==> src/rtl/reduce_clause.sv <==
// reduce_clause
//   Reduces one linear integer clause  a0*y0 + ... + a(N-1)*y(N-1) <= b  to a
//   single-variable bound (+/-)yk <= bias on the chosen variable yk, with every
//   other variable held at its current assignment. One result per cycle, one
//   cycle of latency, no handshake: in_enable is a plain capture strobe.
//
// Ports
//   in_clk                            rising-edge clock
//   in_reset                          asynchronous active-high reset (clears outputs)
//   in_coefficients                   (N+1)*W: field i = signed ai, field N = signed b
//   in_current_assignment             N*W: field i = signed yi
//   in_variable_to_be_unchanged_index k, the variable the clause is reduced to
//   in_enable                         load the result for the current inputs
//   out_bias                          signed bias of (+/-)yk <= bias (saturated to W bits)
//   out_variable_to_be_unchanged_sign 0: +yk (ak>0), 1: -yk (ak<0)
//   out_active                        1 when k is a valid index and ak != 0

module reduce_clause #(
  parameter int NUMBER_OF_INTEGER_VARIABLES         = 2,
  parameter int BIT_WIDTH_OF_INTEGER_VARIABLE       = 8,
  parameter int BIT_WIDTH_OF_INTEGER_VARIABLE_INDEX = 1
) (
  input  logic                                                                 in_clk,
  input  logic                                                                 in_reset,
  input  logic [(NUMBER_OF_INTEGER_VARIABLES+1)*BIT_WIDTH_OF_INTEGER_VARIABLE-1:0] in_coefficients,
  input  logic [NUMBER_OF_INTEGER_VARIABLES*BIT_WIDTH_OF_INTEGER_VARIABLE-1:0]     in_current_assignment,
  input  logic [BIT_WIDTH_OF_INTEGER_VARIABLE_INDEX-1:0]                           in_variable_to_be_unchanged_index,
  input  logic                                                                 in_enable,
  output logic [BIT_WIDTH_OF_INTEGER_VARIABLE-1:0]                                 out_bias,
  output logic                                                                 out_variable_to_be_unchanged_sign,
  output logic                                                                 out_active
);

  localparam int N  = NUMBER_OF_INTEGER_VARIABLES;
  localparam int W  = BIT_WIDTH_OF_INTEGER_VARIABLE;
  // Residual width: 2W-bit products, clog2(N+1) bits of accumulation growth,
  // plus one guard bit so negating the most negative residual cannot wrap.
  localparam int RW = 2*W + $clog2(N+1) + 1;

  localparam logic signed [RW:0] MAX_BIAS = (RW+1)'(2**(W-1) - 1);
  localparam logic signed [RW:0] MIN_BIAS = (RW+1)'(-(2**(W-1)));

  int                     k_int;
  logic                   k_valid;
  logic signed [W-1:0]    ak;
  logic signed [W-1:0]    b;
  logic signed [W-1:0]    a_i;
  logic signed [W-1:0]    y_i;
  logic signed [2*W-1:0]  prod;
  logic signed [RW-1:0]   r;
  logic                   r_neg;
  logic [RW-1:0]          r_mag;
  logic [W-1:0]           ak_mag;
  logic [W:0]             rem;
  logic [RW-1:0]          q;
  logic [RW:0]            q_mag;
  logic signed [RW:0]     qs;
  logic [W-1:0]           bias_next;
  logic                   sign_next;
  logic                   active_next;

  always_comb begin
    k_int       = int'(in_variable_to_be_unchanged_index);
    k_valid     = (k_int < N);
    ak          = '0;
    a_i         = '0;
    y_i         = '0;
    prod        = '0;
    rem         = '0;
    q           = '0;
    bias_next   = '0;
    sign_next   = 1'b0;

    if (k_valid) ak = in_coefficients[k_int*W +: W];
    b = in_coefficients[N*W +: W];

    // r = b - sum of ai*yi over every variable except yk
    r = {{(RW-W){b[W-1]}}, b};
    for (int i = 0; i < N; i++) begin
      a_i  = in_coefficients[i*W +: W];
      y_i  = in_current_assignment[i*W +: W];
      prod = a_i * y_i;
      if (i != k_int) r = r - {{(RW-2*W){prod[2*W-1]}}, prod};
    end

    // Divide magnitudes, then fix up the sign so the quotient floors.
    r_neg  = r[RW-1];
    r_mag  = r_neg ? $unsigned(-r) : $unsigned(r);
    ak_mag = ak[W-1] ? $unsigned(-ak) : $unsigned(ak);

    // Restoring division, one quotient bit per row.
    for (int i = RW-1; i >= 0; i--) begin
      rem = {rem[W-1:0], r_mag[i]};
      if (rem >= {1'b0, ak_mag}) begin
        rem  = rem - {1'b0, ak_mag};
        q[i] = 1'b1;
      end
    end

    // A negative residual with a nonzero remainder rounds one further down.
    q_mag = {1'b0, q} + {{RW{1'b0}}, (rem != '0)};
    qs    = r_neg ? -$signed(q_mag) : $signed({1'b0, q});

    active_next = k_valid && (ak != '0);
    if (active_next) begin
      sign_next = ak[W-1];
      if (qs > MAX_BIAS)      bias_next = {1'b0, {(W-1){1'b1}}};
      else if (qs < MIN_BIAS) bias_next = {1'b1, {(W-1){1'b0}}};
      else                    bias_next = qs[W-1:0];
    end
  end

  always_ff @(posedge in_clk or posedge in_reset) begin
    if (in_reset) begin
      out_bias                          <= '0;
      out_variable_to_be_unchanged_sign <= 1'b0;
      out_active                        <= 1'b0;
    end else if (in_enable) begin
      out_bias                          <= bias_next;
      out_variable_to_be_unchanged_sign <= sign_next;
      out_active                        <= active_next;
    end
  end

endmodule

==> config.mk <==
export PLATFORM = sky130hd
export DESIGN_NAME = reduce_clause
export DESIGN_NICKNAME = d
export VERILOG_FILES = /design/src/rtl/reduce_clause.sv
export SDC_FILE = /design/constraint.sdc
export NUM_CORES = 1
export LEC_CHECK = 0
export CAP_MARGIN = 30
export CORE_UTILIZATION = 55
export CTS_BUF_LIST = sky130_fd_sc_hd__clkbuf_4 sky130_fd_sc_hd__clkbuf_8 sky130_fd_sc_hd__clkbuf_16
export DETAILED_ROUTE_END_ITERATION = 16
export GPL_TIMING_DRIVEN = 1
export PLACE_DENSITY = 0.76
export SETUP_SLACK_MARGIN = 0.15
export SYNTH_ARGS = -nofsm -noshare
export SYNTH_HDL_FRONTEND = slang
export SYNTH_SLANG_ARGS = --single-unit
==> constraint.sdc <==
create_clock -name in_clk -period 0.8 [get_ports in_clk]
set_input_delay 0.2 -clock in_clk [delete_from_list [all_inputs] [get_ports in_clk]]
set_output_delay 0.2 -clock in_clk [all_outputs]
set_load 0.02 [all_outputs]
==> summary.md, run 1 <==
| Metric | Value |
|---|---|
| Total CTS buffers | `3` |
| HPWL after DPL | `~54 mm` |
| Htree depth | `1` |
| CTS Sinks | `10` |
| Die H | `182 µm` |
| Worst endpoint type | `register data pin` |
| Seq/Total Area, Yosys | `1.41%` |
| Row count | `65` |
| Pin count of the biggest net entering global routing | `34` |
| I/O pin count | `54` |
| EDFF count, synth | `0` |
| Mapped Nets | `approximately 2700` |
| GRT overflow | `11` |
| Hold buffers post-CTS | `0` |
| Placed inst area | `25400 µm²` |
| Clock root buffer | `clkbuf_16` |
| Synth Warn # | `0` |
| Status | `aborted with a tool error` |
| Die Wd | `182 µm` |
| Final GP Congestion | `0.964` |
| Cells after DPL | `3519` |
| Initial core utilization | `between 50% and 60%` |
| Buffers on Ports | `53` |
| GRT worst endpoint | `out_bias[3]$_DFFE_PP0P_/D` |
| Yosys cell types | `roughly 110` |
| Post-Syn Instances | `2314` |
| Syn Area/Cell | `7.68 µm²` |
| Clk buf depth | `2` |
| Mapped cell area | `17800 µm²` |
| Async S/R FF share, synth | `100%` |
| Post-synth top flop | `dfrtp_1` |
| Gr usage total | `68.4%` |
| Last stage | `5_1_grt` |
| Error | `[ERROR GRT-0232] Routing congestion too high. Check the congestion heatmap in the GUI.` |
| Synth Register Bits | `10` |
==> cell usage after synthesis (35+ instances only) <==
cell	n	area share (%)
nor2b_1	42	1.5
fa_1	139	16
nor2_1	141	3.0
and2_1	82	2.9
nor3_1	37	1.0
xnor2_1	89	4.4
ha_1	252	18
a21o_1	82	3.5
o21a_1	35	1.5
o21ai_0	126	3.5
inv_1	281	5.9
mux2_2	46	2.9
xor2_1	75	3.7
nand2_1	191	4.0
nand3_1	42	1.2
mux2i_1	46	2.6
a21oi_1	131	3.7
nand2b_1	40	1.4
==> stage by stage <==
step	setup WS (ns)	setup TNS [ns]
floorplan	-47.18	-378.03
global placement	-45.74	-371.24
detailed placement	-48.14	-390.40
CTS	-46.58	-375.03
==> repair_timing <==
item	CTS
gates resized for setup	203
gates cloned	1
pin swaps	112
buffers inserted	74
endpoints found under the setup margin	20
==> metal layers <==
layer / GRT overflow / GRT usage [%]
met4: 7 / 69.7
met1: 0 / 66.1
met2: 3 / 89.5
met5: 0 / 22.1
met3: 1 / 50.2
==> cells by family after synthesis <==
family	count (synthesis)	synth area share (%)
flops	10	1.41
fa+ha+maj	391	33.4
compound gates	613	23.6
mux	100	6.23
other cells	1	0.0211
xor+xnor	164	8.08
buf+inv	348	7.65
simple gates	687	19.6
==> inputs of run 2 (changes only) <==
- CORE_UTILIZATION: 55 -> 40
- CTS_BUF_LIST: sky130_fd_sc_hd__clkbuf_4 sky130_fd_sc_hd__clkbuf_8 sky130_fd_sc_hd__clkbuf_16 -> unset
- PLACE_DENSITY: 0.76 -> unset
- PLACE_DENSITY_LB_ADDON: unset -> 0.15
- SETUP_SLACK_MARGIN: 0.15 -> unset
==> run 2 against run 1 <==
Against the previous run:
- the flow now finishes, with violations (setup timing)
- synthesized cell count is the same
- area after synthesis is the same
==> summary.md, run 2 <==
| Metric | Value |
|---|---|
| Status | `finished, violations left` |
| Failing checks | `setup timing` |
| Core ar. | `roughly 43000 µm²` |
| Clock root buffer | `clkbuf_16` |
| Most frequent cell on the critical path | `buf_4` |
| Buffers on Ports | `53` |
| Kind of critical path | `in -> reg` |
| First-pass GRT wire length | `105 mm` |
| Regs by FF count | `out_bias x8, out_active x1, out_variable_to_be_unchanged_sign x1` |
| Post-synth top cells | `inv_1 (281), ha_1 (252), nand2_1 (191)` |
| CP max-delay cell | `or4b_4` |
| DIE AREA | `45300 µm²` |
| Share of the synthesized area in the top cell type | `17.7%` |
| GRT overflow | `0` |
| Row count | `76` |
| Syn Area/Cell | `7.68 µm²` |
| Worst slew margin | `57.5%` |
| RSZ-0062 raised after global routing | `true` |
| Worst Path Max Fanout | `7` |
| Hold Crit Class | `in -> async` |
| EDFF count, synth | `0` |
| Vias in the first global route | `21500` |
| Post-Syn Instances | `~2300` |
| CTS Sinks | `10` |
| Critical Path Max Stage Delay | `0.55 ns` |
| Final WL | `about 68 mm` |
| Clock transition at the registers of the reported paths | `0.04 ns` |
| Share of cells above drive strength 1 | `44.6%` |
| Die Wd | `213 µm` |
| Place WS | `-47.65 ns` |
| Synth Register Bits | `10` |
| Most flop-heavy register | `out_bias` |
| Hold buffers post-CTS | `0` |
| Worst Setup Start Kind | `input pin` |
| Yosys cell types | `~110` |
| Post-synth top flop | `dfrtp_1` |
| Via count | `21000` |
| Arr. time, crit path | `47.76 ns` |
| Final Max Tran Viols | `0` |
| Post-route ant nets | `0` |
| Ratio of final minimum period to clock period | `5960%` |
| Vias per inst | `5.30` |
| Core Util, Final | `between 60 and 70%` |
| HPWL after DPL | `52.0 mm` |
| Detailed Route Iter0 Violations | `1128` |
| Clock skew | `0 ns` |
| Mapped cell area | `17800 µm²` |
| Seq/Total Area, Yosys | `under 10%` |
| Most numerous cell in the Yosys netlist | `inv_1` |
| Async S/R FF share, synth | `100%` |
| Fin. Hold Viols | `0` |
| Gr usage total | `28.7%` |
| Die H | `213 µm` |
| Number of diodes | `0` |
| Pin count of the biggest net entering global routing | `34` |
| Most frequent cells in the layout | `buf_4 (1037), inv_1 (257), ha_1 (207)` |
| Finish-stage setup viols | `20` |
| Initial antenna violation count | `0` |
| Worst-Margin Slew | `roughly 0.63 ns` |
| Mean routed wirelength per cell | `about 17 µm` |
| NumNets Final | `around 3800` |
| CTS tree | `built` |
| Setup crit end kind | `flip-flop` |
| CP Data Required Time | `0.90 ns` |
| Mapped Nets | `2749` |
| Drt drc | `0` |
| Synth area leaders | `ha_1 (18%), fa_1 (16%), inv_1 (5.9%)` |
| Crit path time final | `47.66 ns` |
| Final GP Congestion | `0.947` |
| Max reg flops | `8` |
| Setup ws final | `-46.86 ns` |
| Commonest non-fill, non-tap cell in the layout | `buf_4` |
| Length of the first detailed-routing pass in iterations | `6` |
| Clk buf depth | `2` |
| Clk_lat worst skew | `0.24 ns` |
| Total CTS buffers | `3` |
| Initial core utilization | `40.9%` |
| Max-Cap Viols | `0` |
| Area delta synth->final | `63.1%` |
| Htree depth | `1` |
| I/O pin count | `54` |
| Cell taking the most area after synthesis | `ha_1` |
| Achievable Freq | `21.0 MHz` |
| Synth Warn # | `0` |
run 2: cell counts after synthesis:
No cell type changed its count.
run 2: path summary, 6_finish.rpt:
kind / start / to / slack (ns) / cells after the start
setup / recovery: in_current_assignment[1] / out_bias[6] / -46.86 / 295
hold / removal: in_reset / out_bias[4] / 0.25 / 3
setup reg to reg: out_bias[4] / out_bias[4] / -0.13 / 4
hold reg to reg: out_active / out_active / 0.54 / 2
max in group asynchronous: in_reset / out_active / 0.44 / 3
min in group in_clk: out_active / out_active / 0.54 / 2
run 2: worst max-delay path, delay by kind of cell:
family                     cells  cell delay [ns]
muxes                         15             4.10
adders and majority gates     27             7.47
AOI/OAI and AO/OA            141            22.55
xor gates and xnor gates       2             0.40
and+or+nand+nor               46             6.25
buffers and inverters         64             6.72
run 2: cell families (layout without fill, tap and decap cells):
group | after synthesis | after routing | synth area share [%]
xor gates and xnor gates | 164 | 164 | 8.08
buffers and inverters | 348 | 1404 | 7.65
DFF | 10 | 10 | 1.41
AOI/OAI and AO/OA | 613 | 614 | 23.6
muxes | 100 | 100 | 6.23
other | 1 | 1 | 0.0211
and+or+nand+nor | 687 | 687 | 19.6
adders and majority gates | 391 | 391 | 33.4
run 2: final cells by class:
type | count | area (µm²)
multi-input combinational | 1957 | 18200
fill | 3593 | 14500
timing repair buffer | 1108 | 8550
inverter | 292 | 1130
tap | 585 | 732
sequential | 10 | 250
clock buffer | 4 | 88.8
run 2: repair_timing:
action | 4_1_cts | 5_1_grt
resized for setup | 281 | 163
endpoints found under the setup margin | 20 | 20
cloned | 1 | 0
pin swaps | 179 | 156
buffers inserted | 157 | 57
run 2: layer usage:
layer,track usage (%),wire length (µm),up-vias
li1,-,-,10200
met1,34.5,28100,10000
met2,53.1,34200,530
met3,1.26,2270,165
met4,11.8,2950,0
met5,0,0,-
run 2: per-stage QoR:
stage / cells / setup TNS (ns) / instance area [µm²] / hold slack, ns
global route: 3956 / -395.71 / 29000 / 0.299
detailed placement: 3740 / -386.28 / 25900 / 0.508
global placement: 3740 / -376.33 / 25900 / 0.504
finish: 3956 / -377.50 / 29000 / 0.252
CTS: 3901 / -371.32 / 27900 / 0.255
floorplan: 2314 / -378.04 / 18700 / 0.0402
Power of run 2 is not shown: default switching activity piles up to over one toggle a cycle in this logic, so the estimate is an artifact.
==> inputs of run 3 (changes only) <==
- ABC_AREA: unset -> 1
==> run 3 against run 2 <==
Against the previous run:
- the run still ends with setup timing left
- critical path type unchanged
- register-to-register slack gained 0.06 ns
- count of clock-buffer cells in the layout is the same
- critical endpoint is now out_bias[0]
- sequential share of layout area is essentially flat
- clock skew is the same
- critical path depth is the same
- via count grew 6.3%
- non-clock buffer count grew 65
- global-route usage grew 0.27 points
- first-iteration DRC count shrank 3.6%
==> summary.md, run 3 <==
| Metric | Value |
|---|---|
| Status | `finished, violations left` |
| Failing checks | `setup timing` |
| Crit path time final | `40.36 ns` |
| Post-route ant nets | `0` |
| Synth Warn # | `0` |
| Clk_lat worst skew | `0.24 ns` |
| Synth Area in Simple Gates | `30.2%` |
| Met3 WL | `about 2.7 mm` |
| Ratio of final minimum period to clock period | `5040%` |
| GRT overflow | `0` |
| Number of diodes | `0` |
| Placed inst area | `25200 µm²` |
| Fin. Hold Viols | `0` |
| Async S/R FF share, synth | `100%` |
| Clock root buffer | `clkbuf_16` |
| Clock transition at the registers of the reported paths | `0.04 ns` |
| Yosys cell types | `52` |
| Vias in the first global route | `around 23000` |
| Critical path destination | `out_bias[0]` |
| R2R cell count | `4` |
| Arr. time, crit path | `40.49 ns` |
| Initial core utilization | `roughly two fifths` |
| EDFF count, synth | `0` |
| Metal-1 WL | `27.6 mm` |
| Gr usage total | `29.0%` |
| Seq/Total Area, Yosys | `1.42%` |
| Htree depth | `1` |
| Detailed Route Iter0 Violations | `1087` |
| Max reg flops | `8` |
| Most frequent cells in the layout | `buf_4 (1084), nand2_1 (655), inv_1 (523)` |
| First-pass GRT wire length | `106 mm` |
| Core ar. | `about 43000 µm²` |
| NumNets Final | `4355` |
| CTS tree | `built` |
| Worst slew margin | `48.1%` |
| HPWL after DPL | `49.4 mm` |
| Reg2reg end | `out_active` |
| Mapped cell area | `17600 µm²` |
| Buffers on Ports | `53` |
| Area delta synth->final | `68.1%` |
| CTS Sinks | `10` |
| Achievable Freq | `roughly 25 MHz` |
| Regs by FF count | `out_bias x8, out_active x1, out_variable_to_be_unchanged_sign x1` |
| Vias per inst | `4.95` |
| Hold Crit Class | `in -> async` |
| Main combinational cell family by area after synthesis | `adder cells` |
| Max-Cap Viols | `0` |
| Synth Area in Adders | `about 34%` |
| Setup ws final | `-39.56 ns` |
| Most flop-heavy register | `out_bias` |
| Row count | `76` |
| Post-synth top cells | `nand2_1 (754), inv_1 (586), ha_1 (252)` |
| I/O pin count | `54` |
| Commonest non-fill, non-tap cell in the layout | `buf_4` |
| Share of cells above drive strength 1 | `43.4%` |
| Die H | `212 µm` |
| Complex-gate fraction of the synthesized area | `12.2%` |
| Clock skew | `0 ns` |
| CP max-delay cell | `fa_1` |
| Xor/xnor share of the synthesized area | `7.25%` |
| Kind of critical path | `in -> reg` |
| Most numerous cell in the Yosys netlist | `nand2_1` |
| Worst Path Max Fanout | `7` |
| Pin count of the biggest net entering global routing | `36` |
| DIE AREA | `approximately 45000 µm²` |
| RSZ-0062 raised after global routing | `true` |
| Share of the synthesized area in the top cell type | `17.9%` |
| Wire length on met2 | `about 35 mm` |
| Finish-stage setup viols | `20` |
| Post-synth top flop | `dfrtp_1` |
| Mean routed wirelength per cell | `15.0 µm` |
| Final WL | `67.4 mm` |
| Clk buf depth | `2` |
| Drt drc | `0` |
| Synth Register Bits | `10` |
| Critical Path Max Stage Delay | `0.56 ns` |
| Beginning of the critical path | `in_coefficients[7]` |
| Worst Setup Start Kind | `input pin` |
| Top sig layer | `met4` |
| Final Max Tran Viols | `0` |
| Post-Syn Instances | `2806` |
| Setup crit end kind | `flip-flop` |
| Multiplexer share of the synthesized area | `0.284%` |
| Synth area leaders | `ha_1 (18%), nand2_1 (16%), fa_1 (16%)` |
| Length of the first detailed-routing pass in iterations | `6` |
| Hold buffers post-CTS | `0` |
| CP Data Required Time | `0.93 ns` |
| Via count | `between 20000 and 25000` |
| Final GP Congestion | `0.953` |
| RR Startpoint | `out_active` |
| Total CTS buffers | `3` |
| Min Hold Slack | `0.252 ns` |
| R2R setup slack | `-0.07 ns` |
| Mapped Nets | `3241` |
| Syn Area/Cell | `between 6 and 7 µm²` |
| Cell taking the most area after synthesis | `ha_1` |
| Die Wd | `212 µm` |
| Worst-Margin Slew | `between 0.7 and 0.8 ns` |
| Initial antenna violation count | `0` |
| Final Cell Area | `29700 µm²` |
| Most frequent cell on the critical path | `buf_4` |
## run 3: changes by cell type after synthesis, sizes merged, moves of 45 or more
cell	before	now
nand3	43	182
a21o	82	7
inv	291	595
and2	82	3
mux2i	50	5
nand2	194	780
mux2	50	0
## run 3: worst min path at each step
stage | from | end | cells past startpoint | slack, ns
2_1_floorplan | in_reset | out_active | 1 | 0.04
3_3_place_gp | out_bias[2] | out_bias[2] | 2 | 0.46
3_5_place_dp | out_bias[2] | out_bias[2] | 2 | 0.47
4_1_cts | in_reset | out_bias[5] | 2 | 0.27
5_1_grt | in_reset | out_active | 2 | 0.30
6_report | in_reset | out_bias[5] | 2 | 0.25
## run 3: through the flow
step | TNS [ns] | cells | utilization, % | setup slack, ns
after floorplan | -314.28 | 2806 | - | -39.32
after global placement | -322.85 | 4170 | 58.1 | -39.78
after detailed placement | -332.40 | 4170 | 58.1 | -40.93
after CTS | -305.44 | 4445 | 65.7 | -37.91
after global routing | -339.78 | 4504 | 68.6 | -42.25
final | -316.95 | 4504 | 68.6 | -39.56
## run 3: layout make-up
cell class	count	area (µm²)
clock buffers	4	88.8
fillers	3559	13600
inverters	595	2280
multi-input cells	2137	17200
flip-flops and latches	10	250
well taps	585	732
repair buffers	1173	9070
## run 3: layer usage
| layer | global-route usage, % | up-vias |
|---|---|---|
| met3 | 1.88 | 207 |
| met4 | 9.57 | 0 |
| met5 | 0 | - |
| met1 | 34.4 | 10400 |
| li1 | - | 11100 |
| met2 | 54.6 | 607 |
## run 3: kinds of logic after synthesis
logic type,after synthesis
xor+xnor,146
simple gates,1216
fa+ha+maj,391
compound gates,378
other cells,1
flops,10
buf+inv,659
mux,5
## run 3: critical path: cells and delay by family
family	cells	cell delay (ns)
AOI/OAI and AO/OA	92	13.15
and+or+nand+nor	103	10.57
adders and majority gates	26	7.75
buffers and inverters	69	7.46
muxes	4	1.07
xor gates and xnor gates	1	0.18
## run 3: timing repair
item,in CTS,in global routing
gates cloned,0,0
resized for setup,392,252
endpoints found under the setup margin,20,20
pin swaps,261,177
setup buffers,271,65
Power of run 3 is left out for the same reason.
==> inputs of run 4 (changes only) <==
- CTS_CLUSTER_DIAMETER: unset -> 150
- CTS_CLUSTER_SIZE: unset -> 12
==> results of run 4 <==
The final DEF is identical to that of run 3; final timing and power are the same.
Power of run 4 is left out for the same reason.
